## config.mk

```make
export PLATFORM = sky130hd
export DESIGN_NAME = fetch_queue
export DESIGN_NICKNAME = d
export VERILOG_FILES = /design/src/rtl/fetch_queue.sv
export SDC_FILE = /design/constraint.sdc
export NUM_CORES = 1
export LEC_CHECK = 0
export ABC_CLOCK_PERIOD_IN_PS = 13300
export CAP_MARGIN = 40
export CELL_PAD_IN_SITES_DETAIL_PLACEMENT = 1
export CELL_PAD_IN_SITES_GLOBAL_PLACEMENT = 2
export CORE_MARGIN = 2
export CORE_UTILIZATION = 40
export CTS_BUF_LIST = sky130_fd_sc_hd__clkbuf_16
export CTS_CLUSTER_DIAMETER = 120
export DETAILED_ROUTE_END_ITERATION = 8
export PLACE_DENSITY_LB_ADDON = 0.1
export SLEW_MARGIN = 30
export SYNTH_ARGS = -nofsm -noshare
export SYNTH_HDL_FRONTEND = slang
export SYNTH_SLANG_ARGS = --single-unit
```

## constraint.sdc

```tcl
create_clock -name clk -period 13.3 [get_ports clk]
set_input_delay 1.995 -clock clk [delete_from_list [all_inputs] [get_ports clk]]
set_output_delay 1.995 -clock clk [all_outputs]
set_load 0.005 [all_outputs]
```

## src/rtl/fetch_queue.sv

```systemverilog
// fetch_queue: circular FIFO of fetched {instruction, PC, PC+4} triples feeding decode
module fetch_queue #(
  parameter int INST_Width = 32,
  parameter int DEPTH = 4,
  parameter logic [INST_Width-1:0] NOP_INST = 32'h00000013
) (
  input  logic                      clk,
  input  logic                      rst,
  input  logic                      i_valid_F,
  input  logic [INST_Width-1:0]     i_instr_F,
  input  logic [INST_Width-1:0]     i_PC_F,
  input  logic [INST_Width-1:0]     i_PC_plus4_F,
  output logic                      o_ready_F,
  input  logic                      i_stall_D,
  input  logic                      i_flush,
  output logic                      o_valid_D,
  output logic [INST_Width-1:0]     o_instr_D,
  output logic [INST_Width-1:0]     o_PC_D,
  output logic [INST_Width-1:0]     o_PC_plus4_D,
  output logic [$clog2(DEPTH):0]    o_count
);
  localparam int AW = $clog2(DEPTH);
  localparam int CW = AW + 1;
  logic [INST_Width-1:0] instr_q [DEPTH];
  logic [INST_Width-1:0] pc_q    [DEPTH];
  logic [INST_Width-1:0] pc4_q   [DEPTH];
  logic [AW-1:0] wr_ptr_q, wr_ptr_d, rd_ptr_q, rd_ptr_d;
  logic [CW-1:0] count_q, count_d;
  logic enq, deq;
  // Handshakes, show-ahead head outputs (forced to NOP when empty) and pointer/count next state
  always_comb begin
    o_ready_F    = count_q != CW'(DEPTH);
    o_valid_D    = count_q != '0;
    enq          = i_valid_F & o_ready_F & ~i_flush;
    deq          = o_valid_D & ~i_stall_D & ~i_flush;
    o_instr_D    = o_valid_D ? instr_q[rd_ptr_q] : NOP_INST;
    o_PC_D       = o_valid_D ? pc_q[rd_ptr_q] : '0;
    o_PC_plus4_D = o_valid_D ? pc4_q[rd_ptr_q] : '0;
    o_count      = count_q;
    wr_ptr_d     = i_flush ? '0 : wr_ptr_q + AW'(enq);
    rd_ptr_d     = i_flush ? '0 : rd_ptr_q + AW'(deq);
    count_d      = i_flush ? '0 : count_q + CW'(enq) - CW'(deq);
  end
  // Pointer and occupancy registers; flush is folded into the next-state logic above
  always_ff @(posedge clk or negedge rst) begin
    if (!rst) begin
      wr_ptr_q <= '0;
      rd_ptr_q <= '0;
      count_q  <= '0;
    end else begin
      wr_ptr_q <= wr_ptr_d;
      rd_ptr_q <= rd_ptr_d;
      count_q  <= count_d;
    end
  end
  // Entry storage, written on enqueue only; left unreset since empty outputs are forced
  always_ff @(posedge clk) begin
    if (enq) begin
      instr_q[wr_ptr_q] <= i_instr_F;
      pc_q[wr_ptr_q]    <= i_PC_F;
      pc4_q[wr_ptr_q]   <= i_PC_plus4_F;
    end
  end
endmodule

```

Yosys cells after proc, flatten, opt, wreduce, memory -nomap -nowiden
Memory sizes are Yosys's and may differ from the RTL's.
Cells that the tools add are included.
{ "word_totals": {"reg_bits": 7, "mem_bits_rw": 384, "inputBits": 101, "output_inout_bits": 101, "elab_cells": 26, "n_memories": 3} }
{ "classes": {"n_addsub": 4, "n_eq_ne": 1, "muxes": 8, "n_bitwise": 6, "n_reduce_logical": 1} }
{ "memory_table": {"columns": ["memory", "words", "width", "read_ports", "rd_clocked_by_memory_dff", "write_ports", "line_no", "source"], "rows": [
  ["instr_q", 4, 32, 1, 0, 1, "24", "logic [INST_Width-1:0] instr_q [DEPTH];"],
  ["pc4_q", 4, 32, 1, 0, 1, "26", "logic [INST_Width-1:0] pc4_q [DEPTH];"],
  ["pc_q", 4, 32, 1, 0, 1, "25", "logic [INST_Width-1:0] pc_q [DEPTH];"]
]} }
{ "op_table": {"columns": ["op", "n"], "rows": [
  ["two-way mux 32 bit", 3],
  ["adder 2 x 1 -> 2 bit", 2],
  ["AND 1 bit", 4],
  ["two-way mux 2 bit", 2],
  ["adder 3 x 1 -> 3 bit", 1],
  ["two-way mux 3 bit", 1],
  ["inequality test 3 bit (second input constant)", 1],
  ["nonzero test 3 bit", 1],
  ["subtractor 3 x 1 -> 3 bit", 1],
  ["two-way mux 1 bit", 2],
  ["NOT 1 bit", 2]
]} }

Longest topological paths before layout
{ "logic_depth": {"ltp_word": 6, "ltp_mapped": 10} }

Least setup slack after synthesis
OpenSTA, ideal clock, no wires.
{ "synth_timing": {"kind": "input-to-reg", "start": "input port i_flush", "end": "memory instr_q[1][0] (enable)", "setup_time_ns": 0.820, "arrival_ns": 12.234, "t_required_ns": 12.480, "path_slack_ns": 0.246, "cell_stages": 3, "n_path_buf": 1, "cell_sequence": "clkbuf_1 nand2b_1 nor4b_1"} }
{ "synth_between": {"elab_chain_len": 4} }
{ "synth_rtl": {"columns": ["item", "line_no", "source"], "rows": [
  ["start: declaration", "15", "input logic i_flush,"],
  ["NOT 1 bit", "34", "enq = i_valid_F & o_ready_F & ~i_flush;"],
  ["AND 1 bit", "34", null],
  ["two-way mux 1 bit", "58", "if (enq) begin"],
  ["two-way mux 1 bit (implied by the code)", "59", "instr_q[wr_ptr_q] <= i_instr_F;"],
  ["end: declaration", "24", null]
]} }
No other way between the ends.

Worst setup path after layout
{ "layout_timing": {"start": "register rd_ptr_q[0]", "end": "output port o_PC_D[31]"} }
{ "layout_between": {"elab_chain_len": 2} }
{ "layout_rtl": {"columns": ["item", "line_no", "source"], "rows": [
  ["start: declaration", "27", "logic [AW-1:0] wr_ptr_q, wr_ptr_d, rd_ptr_q, rd_ptr_d;"],
  ["start signal: assignment", "52", "rd_ptr_q <= rd_ptr_d;"],
  ["memory read (4 x 32 bit)", null, null],
  ["two-way mux 32 bit", "37", "o_PC_D = o_valid_D ? pc_q[rd_ptr_q] : '0;"],
  ["end: declaration", "18", "output logic [INST_Width-1:0] o_PC_D,"]
]} }
No other way between the ends.

==> summary.log <==
qor: min_path.min-delay-path-class flop to flop
qor: synth.synth.yosys.warnings 0
qor: critical_path.timing.setup.critical_path_class flop to output pin
qor: detailed_routing.drt-initial-drc-count 264
qor: detailed_routing.antenna_violating_nets_post_route 0
qor: placement.routabilityCongestion 0.688
qor: cells_and_area.finish.cell_count_without_fillers 1379
qor: global_routing.antenna_found_initial 4
qor: timing.setup_total_negative_slack 0 ps
qor: global_routing.grt_max_degree 70
qor: detailed_routing.drc_errors 0
qor: placement.placed_cells 1297
qor: critical_path.worstPathCellList buf_6, buf_16, mux4_2, and2_1, clkdlybuf4s50_1
qor: cells_and_area.final_layout_size_suffix_gt1_share 20.3%
qor: cells_and_area.most-common-layout-cells sky130_fd_sc_hd__edfxtp_1 (384), sky130_fd_sc_hd__clkdlybuf4s50_1 (201), sky130_fd_sc_hd__mux4_2 (96)
qor: clocking.cts_sinks 391
qor: job.max_cap_viol_count 0
qor: clocking.clock_tree.htree_level_count 2
qor: clocking.cts-buffers-inserted 43
qor: floorplanning.chipHeight 197 um
qor: floorplanning.floorplan.die.width 197 um
qor: cells_and_area.areaGrowthSynthToFinish 26.7%
qor: global_routing.groute.layer.met3.usage 5.19%
qor: floorplanning.start_util 40.6%
qor: power.cellLeakagePower 0.00599 uW
qor: critical_path.crit-reg2reg-launch o_count[2]
qor: critical_path.required_time_of_the_critical_path 11310 ps
qor: floorplanning.num_io_pins 202
qor: floorplanning.dieArea 38800 um2
qor: detailed_routing.route.final.wire_length 32.2 mm
qor: critical_path.worstSetupStartpointType flop
qor: placement.hpwlAfterDp 19.4 mm
qor: timing.final-hold-violation-count 0
qor: global_routing.global_route.peak_usage_layer met2
qor: clocking.clock_tree_root_buffer_cell sky130_fd_sc_hd__clkbuf_16
qor: timing.finalCritPeriodShare 40.0%
qor: placement.io_buffers 201
qor: min_path.holdPathStages 2
qor: timing.setup_viol 0
qor: global_routing.track_usage 17.2%
qor: detailed_routing.vias 7135
qor: synth.post_synth_instance_area 14900 um2
qor: cells_and_area.mostFrequentLayoutCell sky130_fd_sc_hd__edfxtp_1
qor: critical_path.worst_case_register_to_register_setup_slack 10740 ps
qor: detailed_routing.wl_per_cell 23.3 um
qor: timing.slew_violations 0
qor: clocking.postCtsSetupBuffers 0
qor: critical_path.cp.arrival 3320 ps
qor: clocking.post_cts_resize_count 0
qor: status.status finished, final reports clean
qor: min_path.hold_end wr_ptr_q[1]
qor: power.p_per_area 174 nW/um2
qor: critical_path.cpMaxStageDelayCell sky130_fd_sc_hd__dfrtp_4
qor: floorplanning.fp-row-count 70
qor: critical_path.delay_of_the_slowest_cell_on_the_worst_path 820 ps
qor: clocking.clk_latency 540 ps
qor: timing.clock.fmax 188 MHz
qor: synth.seq_area_frac_synth 78.5%
qor: cells_and_area.finalNetCount 981
qor: detailed_routing.route.detailed.vias_per_inst 5.17
qor: critical_path.worst-path-max-fanout 29
qor: synth.synth.distinct_cells 26
qor: global_routing.grtUsageMet1 21.9%
qor: synth.post_synth_inst_count 645
qor: synth.synthesis.nets 751
qor: global_routing.grt_pass1_vias 8059
qor: synth.post_synthesis_register_bit_count 391
qor: min_path.hold_wc_startpoint wr_ptr_q[1]
qor: timing.finClkSkew 5.77 ps
qor: floorplanning.core_area 36700 um2
qor: clocking.clkSlewWorstSetupHoldPaths 60 ps
qor: global_routing.grt_first_pass_wirelength 49.2 mm
qor: clocking.cts.path.max_buffers 3
qor: clocking.cts_tree built
qor: timing.grt_setup_unrepaired false
qor: detailed_routing.drt_pre_antenna_iters 4
qor: power.max-vdd-ir-drop 0.105 mV
qor: timing.finalWorstPathRequiredPeriod 5310 ps
qor: global_routing.met2_usage 29.1%
qor: critical_path.worstSetupEndpointType output pin
qor: critical_path.critical_path.reg2reg.endpoint pc_q[3][10]
qor: clocking.ctsHoldBuffers 0
qor: timing.max_slew_headroom 46.0%
qor: global_routing.overflow 0
qor: synth.synth.avg_cell_area 23.1 um2
qor: timing.tightest_slew 810 ps
qor: critical_path.r2r_cells 6
qor: cells_and_area.utilization 51.5%
## flip-flops by register name, indices dropped and copies added (netlist names)
signal,cells
o_count,3
rd_ptr_q,2
pc_q,128
pc4_q,128
wr_ptr_q,2
instr_q,128
## area by class of cell
| cell class | count | area [um2] |
|---|---|---|
| antenna | 3 | 7.51 |
| clock buffer | 45 | 1130 |
| tap | 468 | 586 |
| clock inverter | 33 | 226 |
| fill | 3194 | 17800 |
| inverter | 4 | 17.5 |
| sequential | 391 | 11700 |
| timing repair buffer | 218 | 2210 |
| multi-input combinational | 217 | 3010 |
## cell usage after synthesis (all sizes together)
| cell | instances | area [um2] |
|---|---|---|
| edfxtp | 384 | 11500 |
| mux4 | 96 | 2160 |
| and2 | 93 | 582 |
| buf | 17 | 149 |
| clkbuf | 16 | 60.1 |
| dfrtp | 7 | 175 |
| nor2 | 5 | 18.8 |
| ha | 4 | 50.1 |
| inv | 4 | 15.0 |
| or2 | 4 | 25.0 |
| nor2b | 3 | 18.8 |
| nor3 | 2 | 15.0 |
| nor4b | 2 | 17.5 |
| xnor2 | 2 | 17.5 |
| fa | 1 | 20.0 |
| nand2b | 1 | 6.26 |
| nor3b | 1 | 7.51 |
| nor4 | 1 | 6.26 |
| nor4bb | 1 | 10.0 |
| xnor3 | 1 | 22.5 |
## power breakdown
group	total, uW	leakage [uW]	switching, uW	internal [uW]
clock	1130	0.000696	460	668
sequential	1440	0.00358	27.1	1410
combinational	726	0.00172	301	425
total	3290	0.00599	788	2500
## worst max-delay path: cells and delay by family, from the launching register on
family | cells | cell delay [ps]
AND/OR/NAND/NOR | 1 | 210
flip-flops | 1 | 820
buffers and inverters | 3 | 1170
multiplexers | 1 | 530
## cell families after synthesis
family | share of synthesized area, %
flip-flops | 78.5
AND/OR/NAND/NOR | 4.74
multiplexers | 14.5
buffers and inverters | 1.50
adder cells (fa/ha/maj) | 0.470
XOR/XNOR | 0.269
## per-stage QoR
| step | total power (uW) | hold WS (ps) | worst slack [ps] | instance area [um2] |
|---|---|---|---|---|
| 6_report | 3290 | 682 | 7990 | 18900 |
| 5_1_grt | 3440 | 735 | 7740 | 18900 |
| 4_1_cts | 3350 | 697 | 7810 | 18900 |
| 3_5_place_dp | 2210 | 643 | 8420 | 17500 |
| 3_3_place_gp | 2200 | 621 | 7800 | 17400 |
| 2_1_floorplan | 1790 | 548 | 246 | 14900 |
## layer usage
metal  routed length (um)  part of all wire (%)
met5                   18                 0.056
met1                13500                    42
met4                  607                   1.9
met3                 1990                   6.2
met2                16100                    50
## worst max path at each step
stage / from / end / slack [ps] / depth (start not counted)
after floorplan: i_flush / instr_q[1][0] / 250 / 3
after global placement: rd_ptr_q[0] / o_instr_D[0] / 7800 / 4
after detailed placement: rd_ptr_q[0] / o_instr_D[1] / 8420 / 4
after CTS: rd_ptr_q[0] / o_instr_D[1] / 7810 / 4
after global routing: rd_ptr_q[0] / o_PC_D[31] / 7740 / 5
final: rd_ptr_q[0] / o_PC_D[31] / 7990 / 5
Power figures use the tool's default switching activity.
